<file path="src/rtl/servant_wb_rr_arbiter.sv">
// Three-master round-robin Wishbone arbiter with a per-transaction timeout.
// A master owns the slave from grant until ack, abort (cyc drop), timeout or reset.
module servant_wb_rr_arbiter #(
    parameter int TIMEOUT = 255
) (
    input  logic        i_clk,
    input  logic        i_rst,
    input  logic [95:0] i_wb_m_adr,
    input  logic [95:0] i_wb_m_dat,
    input  logic [11:0] i_wb_m_sel,
    input  logic [2:0]  i_wb_m_we,
    input  logic [2:0]  i_wb_m_cyc,
    output logic [31:0] o_wb_m_rdt,
    output logic [2:0]  o_wb_m_ack,
    output logic [2:0]  o_wb_m_err,
    output logic [31:0] o_wb_adr,
    output logic [31:0] o_wb_dat,
    output logic [3:0]  o_wb_sel,
    output logic        o_wb_we,
    output logic        o_wb_cyc,
    input  logic [31:0] i_wb_rdt,
    input  logic        i_wb_ack,
    output logic [2:0]  o_grant,
    output logic [7:0]  o_err_cnt
);
    typedef enum logic {IDLE, GRANT} state_t;

    localparam logic [7:0] TO_LAST = 8'(TIMEOUT - 1);

    state_t     state, state_nxt;
    logic [2:0] grant_nxt;
    logic [1:0] last, last_nxt;
    logic [7:0] tcnt, tcnt_nxt;
    logic [7:0] ecnt_nxt;
    logic [1:0] idx, pick;
    logic       in_grant, m_cyc, timeout;

    always_comb begin
        unique case (o_grant)
            3'b010:  idx = 2'd1;
            3'b100:  idx = 2'd2;
            default: idx = 2'd0;
        endcase
    end

    // Search from last+3 down to last+1 so the nearest successor wins.
    always_comb begin
        pick = 2'd0;
        for (int k = 3; k >= 1; k--) begin
            if (i_wb_m_cyc[(int'(last) + k) % 3])
                pick = 2'((int'(last) + k) % 3);
        end
    end

    assign in_grant = (state == GRANT);
    assign m_cyc    = i_wb_m_cyc[idx];
    // Ack wins over timeout; an aborting master gets no error.
    assign timeout  = in_grant & m_cyc & ~i_wb_ack & (tcnt == TO_LAST);

    assign o_wb_adr   = i_wb_m_adr[{idx, 5'd0} +: 32];
    assign o_wb_dat   = i_wb_m_dat[{idx, 5'd0} +: 32];
    assign o_wb_sel   = i_wb_m_sel[{idx, 2'd0} +: 4];
    assign o_wb_we    = i_wb_m_we[idx];
    assign o_wb_cyc   = in_grant & m_cyc & ~timeout & ~i_rst;
    assign o_wb_m_ack = {3{i_wb_ack & in_grant & ~i_rst}} & o_grant;
    assign o_wb_m_err = {3{timeout & ~i_rst}} & o_grant;
    assign o_wb_m_rdt = i_wb_rdt;

    always_comb begin
        state_nxt = state;
        grant_nxt = o_grant;
        last_nxt  = last;
        tcnt_nxt  = tcnt;
        ecnt_nxt  = o_err_cnt;
        unique case (state)
            IDLE: begin
                grant_nxt = 3'b000;
                if (|i_wb_m_cyc) begin
                    grant_nxt = 3'(3'b001 << pick);
                    state_nxt = GRANT;
                    tcnt_nxt  = 8'd0;
                end
            end
            GRANT: begin
                if (i_wb_ack || !m_cyc || timeout) begin
                    state_nxt = IDLE;
                    grant_nxt = 3'b000;
                    last_nxt  = idx;
                    if (timeout && o_err_cnt != 8'hff)
                        ecnt_nxt = o_err_cnt + 8'd1;
                end else begin
                    tcnt_nxt = tcnt + 8'd1;
                end
            end
            default: state_nxt = IDLE;
        endcase
    end

    always_ff @(posedge i_clk) begin
        if (i_rst) begin
            state     <= IDLE;
            o_grant   <= 3'b000;
            last      <= 2'd2;
            tcnt      <= 8'd0;
            o_err_cnt <= 8'd0;
        end else begin
            state     <= state_nxt;
            o_grant   <= grant_nxt;
            last      <= last_nxt;
            tcnt      <= tcnt_nxt;
            o_err_cnt <= ecnt_nxt;
        end
    end
endmodule

</file>
<file path="config.mk">
export PLATFORM = sky130hd
export DESIGN_NAME = servant_wb_rr_arbiter
export DESIGN_NICKNAME = d
export VERILOG_FILES = /design/src/rtl/servant_wb_rr_arbiter.sv
export SDC_FILE = /design/constraint.sdc
export NUM_CORES = 1
export LEC_CHECK = 0
export ABC_CLOCK_PERIOD_IN_PS = 2050
export BUFFER_PORTS_ARGS = -buffer_cell sky130_fd_sc_hd__buf_2
export CAP_MARGIN = 20
export CORE_AREA = 3 3 140 142
export CTS_CLUSTER_DIAMETER = 60
export DETAILED_ROUTE_END_ITERATION = 10
export DIE_AREA = 0 0 143 145
export GPL_ROUTABILITY_DRIVEN = 1
export PLACE_DENSITY_LB_ADDON = 0.2
export SETUP_SLACK_MARGIN = 0.1
export SYNTH_ARGS = -nofsm -noshare
export SYNTH_HDL_FRONTEND = slang
export SYNTH_SLANG_ARGS = --single-unit
export TNS_END_PERCENT = 30
</file>
<file path="constraint.sdc">
create_clock -name i_clk -period 2.05 [get_ports i_clk]
set_input_delay 0.615 -clock i_clk [delete_from_list [all_inputs] [get_ports i_clk]]
set_output_delay 0.615 -clock i_clk [all_outputs]
set_load 0.05 [all_outputs]
</file>
==> results by group, run 1 <==
Run status
  • Status: finished with violations
  • Failing checks: negative setup slack

Run
  • Maxcap violations: 0

Die
  • Die area: 0.0207 mm²
  • Initial Util: 15.5%
  • Core Box Area: 0.0186 mm²
  • DIE WIDTH: 143 µm
  • # IOs: 364
  • Die H: 145 µm
  • Row count: 50

Worst setup path
  • Setup crit start: o_grant[2]
  • Required @ worst endpoint: 1430 ps
  • CP peak stage delay: 380 ps
  • Slowest CP cell: dfxtp_4
  • Setup crit start kind: flip-flop
  • Buf/Inv on CP: 5
  • CP Max Fanout: 7
  • Setup CP Type: reg2out
  • Critical Path End Type: output port
  • Critical Path, Cell by Cell: nor3b_4 -> buf_4 -> buf_12 -> buf_12 -> mux2i_2 -> buf_4 -> o21ai_4 -> buf_6
  • Flop2flop setup slack: -160 ps
  • Arrival @ worst endpoint: 1890 ps
  • R2r startpoint: o_err_cnt[1]
  • Crit-path leading delay family: buffers and inverters

Route
  • Avg WL per Cell: 17.1 µm
  • Drt drc: 0
  • Initial DRC count: 158
  • Via/cell ratio: 4.36
  • Detailed Route WL: 17600 µm
  • Antenna viol nets, final: 0
  • Vias: 4509
  • Drt pass-1 iters: 4

Yosys
  • Top cell type's share of synthesized area: 24.6%
  • Syn nets: 666
  • Yosys reg bits: 22
  • Yosys warns: 0
  • Synth top area cells: mux2i_1, dfxtp_1, o21ai_0
  • Post-Syn Area per Cell: 6.94 µm²
  • Synth area leader: mux2i_1
  • Share of the yosys chip area belonging to registers: 15.2%
  • Syn Std Cell Area: 0.00289 mm²
  • Distinct cell type count after synthesis: 41
  • Post-Synthesis Cells: 416

Power
  • Cell leakage power: 3.42 nW
  • Maximum vdd drop: 0.332 mV
  • Sw frac: 43.0%
  • P_sw: 0.00126 W
  • Comb pwr share: 69.9%
  • Clock Power Share: 14.7%
  • Pwr dens: 364 mW/mm²
  • Sequential Power Share: 15.4%
  • Overall Power: 0.00292 W
  • P_int: 0.00166 W

Place
  • Post-DP Area: 0.00588 mm²
  • I/O Buffers: 299
  • DPL Wire Length: 12800 µm
  • GP Congestion: 0.838

Finish
  • Fin area: 0.00801 mm²
  • Synthesis-to-finish area growth: 177%
  • Nets@finish: 1052
  • Fill cells: 1792
  • Area of the multi-input gates: 0.00331 mm²
  • Layout cells sized above 1: 79.2%
  • Most frequent cells in the layout: buf_2, buf_6, buf_4
  • Most common cell after layout, fill and taps aside: buf_2
  • Storage cell area: 457 µm²
  • Ant diodes: 0

Global routing
  • Vias in the first global route: 4435
  • GRT Residual Overflow: 0
  • Largest net degree at the start of global routing: 22
  • First-pass GRT wire length: 24500 µm
  • Initial antenna violation count: 1
  • Tot GR Track Use: 14.6%

STA
  • Relative slew slack: 73.3%
  • Hold WS: 500 ps
  • Pins Over Slew Limit: 0
  • Skew final: 3.50 ps
  • Hold Fails Final Rpt: 0
  • Achievable Freq: 399 MHz
  • Final setup TNS: -26850 ps
  • RSZ-0062 raised after global routing: true
  • Final min period: 2500 ps
  • Finish-stage setup viols: 77
  • Period utilisation layout: 122%
  • Final setup margin: -454 ps
  • Worst-margin pin slew: 399 ps

Clocking
  • Total CTS buffers: 3
  • TritonCTS clock tree: built
  • Worst-case clock buffer depth: 2
  • Clk sinks: 22
  • Clock Latency Late Sink: 260 ps
  • H-Tree Depth: 1
  • Clk slew on worst S/H paths: 60 ps
  • Root Buffer: clkbuf_16

Min path
  • Hold Startpoint: tcnt[7]
  • Hold Crit Class: reg2reg
==> kinds of logic (layout without fill, tap and decap cells) <==
family,count (synthesis),after routing,share of synthesized area [%]
and+or+nand+nor,134,134,22.2
AOI/OAI and AO/OA,114,114,22.3
muxes,71,71,24.6
buffers and inverters,69,454,13.3
DFF,22,22,15.2
adders and majority gates,5,5,2.17
xor gates and xnor gates,1,1,0.303
==> routing by layer <==
metal  vias up  GRT usage (%)  wire [µm]
li1       2238              -          -
met1      2070           18.1       7140
met5         -              0         12
met2       185           27.0       9170
met3        14           2.60       1270
met4         2          0.951         58
==> synthesized netlist by cell type, drive strengths merged <==
master,count
a21oi,17
a311o,1
a31oi,1
a32oi,2
and2,3
and3,2
buf,37
clkbuf,23
dfxtp,22
ha,5
inv,9
mux2i,71
nand2,73
nand2b,4
nand3,6
nand4,2
nand4b,1
nor2,11
nor2b,2
nor3,7
nor3b,1
nor4,2
nor4b,3
o211ai,2
o21a,1
o21ai,75
o21ba,1
o221a,1
o221ai,2
o22ai,1
o2bb2a,1
o31a,1
o31ai,6
o41ai,2
or2,3
or3,8
or4,6
xor2,1
==> through the flow <==
stage                     std cells  utilization [%]  setup WS [ps]
after floorplan                 416                -           -446
after global placement          982             31.6           -494
after detailed placement        982             31.6           -490
after CTS                      1008             38.3           -465
after global routing           1035             43.1           -511
final                          1035             43.1           -454
==> worst min-delay path: stages, from the launching register on <==
cell     delay (ps)
dfxtp_1         330
o31ai_1          70
a21oi_1          60
==> what timing repair did <==
| action | 4_1_cts | 5_1_grt |
|---|---|---|
| cloned | 7 | 7 |
| pin swaps | 15 | 18 |
| gates resized for setup | 236 | 127 |
| buffers inserted | 15 | 21 |
| hold buffers | 0 | 0 |
| setup endpoints to repair | 91 | 94 |
==> worst paths after layout <==
check / depth (start not counted) / to
min reg2reg: 2 / tcnt[7]
max: 8 / o_wb_adr[15]
max reg2reg: 6 / o_err_cnt[5]
min: 2 / tcnt[7]
==> area by class of cell <==
class	instances	share of cell area [%]
Timing Repair Buffer	441	47.9
Clock buffer	4	0.984
Tap cell	234	3.66
Multi-Input combinational cell	325	41.3
Inverter	9	0.453
Sequential cell	22	5.70
==> registers in the layout (all words and copies together) (netlist names) <==
name / flops
in_grant: 1
last: 2
o_err_cnt: 8
o_grant: 3
tcnt: 8
==> power groups by stage <==
stage	registers (W)	clock network, W	logic (W)
detailed placement	0.000458	0	0.00152
floorplan	0.000470	0	0.00109
global placement	0.000458	0	0.00152
finish	0.000449	0.000428	0.00204
global route	0.000451	0.000460	0.00213
CTS	0.000449	0.000440	0.00186
(Power assumes the default switching activity.)
==> inputs of run 2 (changes only) <==
Settings changed: SKIP_CTS_REPAIR_TIMING set to 1.
==> results by group, run 2 (synthesis results as in run 1) <==
Clocking
  • H-Tree Depth: 1 (unchanged)
  • TritonCTS clock tree: built (unchanged)
  • Clk sinks: 22 (unchanged)
  • Total CTS buffers: 3 (unchanged)
  • Clock Latency Late Sink: 260 ps (about the same)
  • Root Buffer: clkbuf_16 (unchanged)
  • Worst-case clock buffer depth: 2 (unchanged)
  • Clk slew on worst S/H paths: 60 ps (about the same)

Finish
  • Synthesis-to-finish area growth: 146% (was 177%)
  • Ant diodes: 0 (unchanged)
  • Most frequent cells in the layout: buf_2, buf_4, buf_6 (was buf_2, buf_6, buf_4)
  • Top Registers: o_err_cnt x8, tcnt x8, o_grant x3 (unchanged)
  • Layout Cells excl Fill: 1014 (was 1035)
  • Storage cell area: 457 µm² (unchanged)
  • Layout cells sized above 1: 74.4% (was 79.2%)
  • Most common cell after layout, fill and taps aside: buf_2 (unchanged)
  • Fill cells: 1909 (was 1792)
  • Area of the multi-input gates: 0.00300 mm² (was 0.00331 mm²)
  • Nets@finish: 1031 (was 1052)

Die
  • Die area: 0.0207 mm² (unchanged)
  • Die H: 145 µm (unchanged)
  • Initial Util: 15.5% (unchanged)
  • # IOs: 364 (unchanged)
  • Row count: 50 (unchanged)
  • Core Box Area: 0.0186 mm² (unchanged)
  • DIE WIDTH: 143 µm (unchanged)

Worst setup path
  • R2R Path End: o_err_cnt[5] (unchanged)
  • Crit-path leading delay family: simple AND/OR/NAND/NOR gates (was buffers and inverters)
  • Reg2reg path depth: 6 (unchanged)
  • Required @ worst endpoint: 1430 ps (about the same)
  • CP peak stage delay: 410 ps (was 380 ps)
  • Critical Path, Cell by Cell: buf_4 -> nor2b_4 -> o31ai_2 -> or3_4 -> nor4b_4 -> clkbuf_4 (was nor3b_4 -> buf_4 -> buf_12 -> buf_12 -> mux2i_2 -> buf_4 -> o21ai_4 -> buf_6)
  • Flop2flop setup slack: -170 ps (was -160 ps)
  • Setup crit start: o_grant[1] (was o_grant[2])
  • Setup CP Type: reg2out (unchanged)
  • Critical Path End Type: output port (unchanged)
  • Setup crit start kind: flip-flop (unchanged)
  • R2r startpoint: o_err_cnt[1] (unchanged)
  • Arrival @ worst endpoint: 1920 ps (was 1890 ps)
  • CP Max Fanout: 7 (unchanged)
  • Slowest CP cell: or3_4 (was dfxtp_4)
  • Buf/Inv on CP: 2 (was 5)

Min path
  • Hold Crit Class: reg2reg (unchanged)
  • Hold Path Sink: tcnt[7] (unchanged)
  • Hold Path Depth: 2 (unchanged)
  • Hold Startpoint: tcnt[7] (unchanged)

Route
  • Vias: 4339 (was 4509)
  • Avg WL per Cell: 16.1 µm (was 17.1 µm)
  • Drt pass-1 iters: 4 (unchanged)
  • Antenna viol nets, final: 0 (unchanged)
  • Drt drc: 0 (unchanged)
  • Initial DRC count: 141 (was 158)
  • Via/cell ratio: 4.28 (was 4.36)
  • Detailed Route WL: 16300 µm (was 17600 µm)

Power
  • Pwr dens: 379 mW/mm² (was 364 mW/mm²)
  • Maximum vdd drop: 0.335 mV (was 0.332 mV)
  • Cell leakage power: 3.10 nW (was 3.42 nW)

Place
  • DPL Wire Length: 12800 µm (unchanged)
  • Placed Cells: 982 (unchanged)
  • GP Congestion: 0.838 (unchanged)
  • I/O Buffers: 299 (unchanged)

Global routing
  • GRT Residual Overflow: 0 (unchanged)
  • Tot GR Track Use: 13.0% (was 14.6%)
  • Initial antenna violation count: 1 (unchanged)
  • Largest net degree at the start of global routing: 36 (was 22)
  • Vias in the first global route: 4029 (was 4435)
  • First-pass GRT wire length: 22000 µm (was 24500 µm)

STA
  • Achievable Freq: 395 MHz (was 399 MHz)
  • Hold Fails Final Rpt: 0 (unchanged)
  • Worst-margin pin slew: 465 ps (was 399 ps)
  • Skew final: 4.82 ps (was 3.50 ps)
  • RSZ-0062 raised after global routing: true (unchanged)
  • Final setup margin: -482 ps (was -454 ps)
  • Hold WS: 494 ps (was 500 ps)
  • Finish-stage setup viols: 78 (was 77)
  • Period utilisation layout: 124% (was 122%)
  • Pins Over Slew Limit: 0 (unchanged)
  • Final min period: 2530 ps (was 2500 ps)
  • Relative slew slack: 69.0% (was 73.3%)

Run status
  • Status: finished with violations (unchanged)
  • Failing checks: negative setup slack (unchanged)

Run
  • Maxcap violations: 0 (unchanged)
## run 2: cell count changes in the layout (fill, tap and decap cells not counted), sizes merged
cell    change
clkbuf      +9
buf        -29
bufbuf      -1
## run 2: worst min-delay path, cell delays in order, from the launching register on
cell and delay, ps:
dfxtp_1 320, o31ai_1 70, a21oi_1 60
## run 2: worst max-delay path by stage
stage | slack (ps) | depth (start not counted) | to
floorplan | -450 | 4 | o_wb_m_err[0]
global placement | -490 | 6 | o_wb_m_err[0]
detailed placement | -490 | 6 | o_wb_m_err[1]
CTS | -550 | 6 | o_wb_adr[23]
global route | -550 | 6 | o_wb_m_err[0]
finish | -480 | 6 | o_wb_m_err[0]
## run 2: layer usage
metal | part of all wire (%) | routed length [µm] | vias up | track usage [%]
met5 | 0.074 | 12 | - | 0
met1 | 40 | 6490 | 1948 | 16.0
met4 | 0.64 | 104 | 2 | 1.14
met3 | 7.4 | 1210 | 18 | 2.54
li1 | - | - | 2198 | -
met2 | 52 | 8480 | 173 | 24.1
## run 2: stage by stage
| step | total power (W) | worst slack [ps] | util [%] | setup TNS [ps] | cell area [µm²] |
|---|---|---|---|---|---|
| after floorplan | 0.00156 | -446 | - | -15710 | 3590 |
| after global placement | 0.00198 | -494 | 31.6 | -19330 | 5880 |
| after detailed placement | 0.00198 | -490 | 31.6 | -19630 | 5880 |
| after CTS | 0.00242 | -555 | 32.1 | -35900 | 5960 |
| after global routing | 0.00281 | -553 | 38.2 | -35340 | 7100 |
| final | 0.00269 | -482 | 38.2 | -29060 | 7100 |
## run 2: report_power, final
part / switching, W / internal, W / total (W)
clock: 0.000165 / 0.000266 / 0.000431
sequential: 0.0000135 / 0.000436 / 0.000450
combinational: 0.00101 / 0.000802 / 0.00181
total: 0.00118 / 0.00150 / 0.00269
## run 2: final cells by class
cell class,count,share of cell area (%)
Clock buffer,4,1.11
Inverter,9,0.511
Multi-Input combinational cell,325,42.2
Sequential cell,22,6.43
Tap cell,234,4.12
Timing Repair Buffer,420,45.6
==> inputs of run 3 (changes only) <==
Settings changed: ABC_AREA set to 1, CORE_AREA 3 3 140 142 to 3 3 141 143, DIE_AREA 0 0 143 145 to 0 0 144 146.
==> results by group, run 3 <==
Run status
  • Status: finished with violations (unchanged)
  • Failing checks: negative setup slack (unchanged)

Finish
  • Fin area: 0.00678 mm² (was 0.00710 mm²)
  • Most common cell after layout, fill and taps aside: buf_2 (unchanged)
  • Synthesis-to-finish area growth: 125% (was 146%)
  • Layout cells sized above 1: 57.5% (was 74.4%)
  • Most frequent cells in the layout: buf_2, nand2_1, nor2_1 (was buf_2, buf_4, buf_6)
  • Nets@finish: 1115 (was 1031)
  • Top Registers: o_err_cnt x8, tcnt x8, o_grant x3 (unchanged)

Global routing
  • GRT Residual Overflow: 0 (unchanged)
  • Vias in the first global route: 4512 (was 4029)
  • Initial antenna violation count: 0 (was 1)
  • First-pass GRT wire length: 24700 µm (was 22000 µm)
  • Met2 GRT Util: 26.4% (was 24.1%)
  • Tot GR Track Use: 14.5% (was 13.0%)
  • GR Util met3: 2.46% (was 2.54%)
  • Routing usage on met1: 17.9% (was 16.0%)
  • Global route hottest layer: met2 (unchanged)
  • Largest net degree at the start of global routing: 48 (was 36)

Yosys
  • Yosys warns: 0 (unchanged)
  • Distinct cell type count after synthesis: 27 (was 41)
  • Most frequent cells after synthesis: a21oi_1, nand2_1, nor2_1, buf_4, inv_1 (was o21ai_0, nand2_1, mux2i_1, buf_4, clkbuf_1)
  • Share of the yosys chip area belonging to registers: 14.6% (was 15.2%)
  • Post-Synthesis Cells: 567 (was 416)
  • Syn Std Cell Area: 0.00301 mm² (was 0.00289 mm²)
  • Yosys reg bits: 22 (unchanged)
  • Synth area leader: a21oi_1 (was mux2i_1)
  • Syn nets: 817 (was 666)
  • Ys flop type: dfxtp_1 (unchanged)
  • Top cell type's share of synthesized area: 25.1% (was 24.6%)
  • Ys async rst share: 0% (unchanged)
  • Synth top area cells: a21oi_1, nand2_1, dfxtp_1 (was mux2i_1, dfxtp_1, o21ai_0)
  • Post-Syn Area per Cell: 5.31 µm² (was 6.94 µm²)
  • Number of flops mapped to enable cells by yosys: 0 (unchanged)
  • Most frequent cell after synthesis: a21oi_1 (was o21ai_0)

Worst setup path
  • R2R Path End: o_err_cnt[5] (unchanged)
  • CP peak stage delay: 360 ps (was 410 ps)
  • Required @ worst endpoint: 1430 ps (about the same)
  • Arrival @ worst endpoint: 1650 ps (was 1920 ps)
  • Reg2reg path depth: 10 (was 6)
  • Buf/Inv on CP: 5 (was 2)
  • Flop2flop setup slack: 360 ps (was -170 ps)
  • Setup CP Type: reg2out (unchanged)
  • Setup crit start kind: flip-flop (unchanged)
  • R2r startpoint: o_grant[0] (was o_err_cnt[1])
  • Crit-path leading delay family: buffers and inverters (was simple AND/OR/NAND/NOR gates)
  • Slowest CP cell: dfxtp_4 (was or3_4)
  • CP Max Fanout: 8 (was 7)
  • Critical Path, Cell by Cell: inv_6 -> nand3_4 -> inv_8 -> buf_12 -> buf_8 -> a21oi_2 -> a21oi_4 -> buf_12 (was buf_4 -> nor2b_4 -> o31ai_2 -> or3_4 -> nor4b_4 -> clkbuf_4)
  • Critical Path End Type: output port (unchanged)
  • CP dominant cell by count: buf_12

STA
  • Relative slew slack: 82.0% (was 69.0%)
  • Achievable Freq: 441 MHz (was 395 MHz)
  • Hold Fails Final Rpt: 0 (unchanged)
  • Worst-margin pin slew: 270 ps (was 465 ps)
  • Finish-stage setup viols: 73 (was 78)
  • RSZ-0062 raised after global routing: true (unchanged)
  • Final setup TNS: -12610 ps (was -29060 ps)
  • Final setup margin: -219 ps (was -482 ps)
  • Period utilisation layout: 111% (was 124%)
  • Skew final: 1.56 ps (was 4.82 ps)
  • Pins Over Slew Limit: 0 (unchanged)
  • Final min period: 2270 ps (was 2530 ps)

Route
  • Avg WL per Cell: 16.0 µm (was 16.1 µm)
  • Drt pass-1 iters: 4 (unchanged)
  • Drt drc: 0 (unchanged)
  • Antenna viol nets, final: 0 (unchanged)
  • Detailed Route WL: 17600 µm (was 16300 µm)
  • Vias: 4806 (was 4339)
  • Initial DRC count: 112 (was 141)
  • Via/cell ratio: 4.37 (was 4.28)

Place
  • DPL Wire Length: 14000 µm (was 12800 µm)
  • Post-DP Area: 0.00592 mm² (was 0.00588 mm²)
  • GP Congestion: 0.832 (was 0.838)
  • I/O Buffers: 299 (unchanged)

Die
  • Die H: 146 µm (was 145 µm)
  • # IOs: 364 (unchanged)
  • Core Box Area: 0.0187 mm² (was 0.0186 mm²)
  • Row count: 50 (unchanged)
  • DIE WIDTH: 144 µm (was 143 µm)
  • Die area: 0.0210 mm² (was 0.0207 mm²)
  • Initial Util: 16.1% (was 15.5%)

Clocking
  • Root Buffer: clkbuf_16 (unchanged)
  • Clk sinks: 22 (unchanged)
  • TritonCTS clock tree: built (unchanged)
  • Clk slew on worst S/H paths: 60 ps (about the same)
  • H-Tree Depth: 1 (unchanged)
  • Clock Latency Late Sink: 260 ps (about the same)
  • Worst-case clock buffer depth: 2 (unchanged)
  • Total CTS buffers: 3 (unchanged)

Power
  • Sequential Power Share: 9.2% (was 16.7%)
  • Maximum vdd drop: 0.357 mV (was 0.335 mV)
  • Sw frac: 52.9% (was 44.1%)
  • Pwr dens: 757 mW/mm² (was 379 mW/mm²)
  • P_sw: 0.00272 W (was 0.00118 W)
  • Comb pwr share: 82.6% (was 67.2%)
  • P_int: 0.00242 W (was 0.00150 W)
  • Clock Power Share: 8.2% (was 16.0%)
  • Cell leakage power: 3.20 nW (was 3.10 nW)

Run
  • Maxcap violations: 0 (unchanged)

Min path
  • Hold Startpoint: last[0] (was tcnt[7])
  • Hold Crit Class: reg2reg (unchanged)
  • Hold Path Sink: last[0] (was tcnt[7])
  • Hold Path Depth: 2 (unchanged)
==> run 3: changes by cell type after synthesis, sizes merged, moves of 5 or more <==
cell    previous run  this run
a21oi             17       151
nor2              11       105
mux2i             71         0
o21ai             75         8
nand2             73       132
inv                9        40
nand3              6        26
buf               37        45
or3                8         0
o31ai              6         0
or4                6         0
clkbuf            23        18
==> run 3: metal layers <==
metal	routed length [µm]	share of wire, %	vias to the layer above
li1	-	-	2414
met3	1220	6.9	17
met1	7150	41	2203
met4	171	0.97	0
met2	9100	52	172
met5	0	0	-
==> run 3: through the flow <==
step                      std cells  hold WS, ps  setup WS, ps  total power (W)  utilization, %
after floorplan                 567          455          -140          0.00315               -
after global placement         1083          482          -175          0.00414            31.7
after detailed placement       1083          478          -203          0.00414            31.7
after CTS                      1087          487          -363          0.00459            32.1
after global routing           1098          532          -293          0.00539            36.2
final                          1100          484          -219          0.00513            36.3
==> run 3: cell type report <==
| class | instances | area, µm² |
|---|---|---|
| Tap cell | 234 | 293 |
| Timing Repair Buffer | 356 | 2740 |
| Clock inverter | 1 | 3.75 |
| Inverter | 40 | 175 |
| Sequential cell | 22 | 454 |
| Multi-Input combinational cell | 442 | 3030 |
| Fill cell | 2008 | 11900 |
| Antenna cell | 2 | 5.00 |
| Clock buffer | 3 | 75.1 |
==> run 3: worst max path at each step <==
stage	slack, ps	depth (start not counted)	start	endpoint
3_5_place_dp	-200	9	i_wb_m_cyc[0]	o_wb_m_err[0]
6_report	-220	8	o_grant[0]	o_wb_adr[4]
3_3_place_gp	-180	9	i_wb_m_cyc[0]	o_wb_m_err[0]
2_1_floorplan	-140	5	i_wb_ack	o_wb_m_err[0]
5_1_grt	-290	8	o_grant[2]	o_wb_adr[0]
4_1_cts	-360	8	o_grant[0]	o_wb_dat[13]
==> run 3: worst min-delay path, stage by stage, from the launching register on <==
cell and delay [ps]:
dfxtp_1 310, inv_1 70, a21oi_1 60
==> run 3: power by group through the flow <==
stage	logic, W	clock network [W]	registers (W)
final	0.00424	0.000420	0.000474
after floorplan	0.00264	0	0.000510
after detailed placement	0.00366	0	0.000483
after global routing	0.00445	0.000460	0.000477
after global placement	0.00366	0	0.000482
after CTS	0.00367	0.000444	0.000473
==> run 3: logic make-up after synthesis <==
group	count (synthesis)	share of synthesized area [%]
AOI/OAI and AO/OA	161	26.9
xor gates and xnor gates	4	1.16
adders and majority gates	5	2.08
buffers and inverters	103	17.1
DFF	22	14.6
and+or+nand+nor	272	38.1
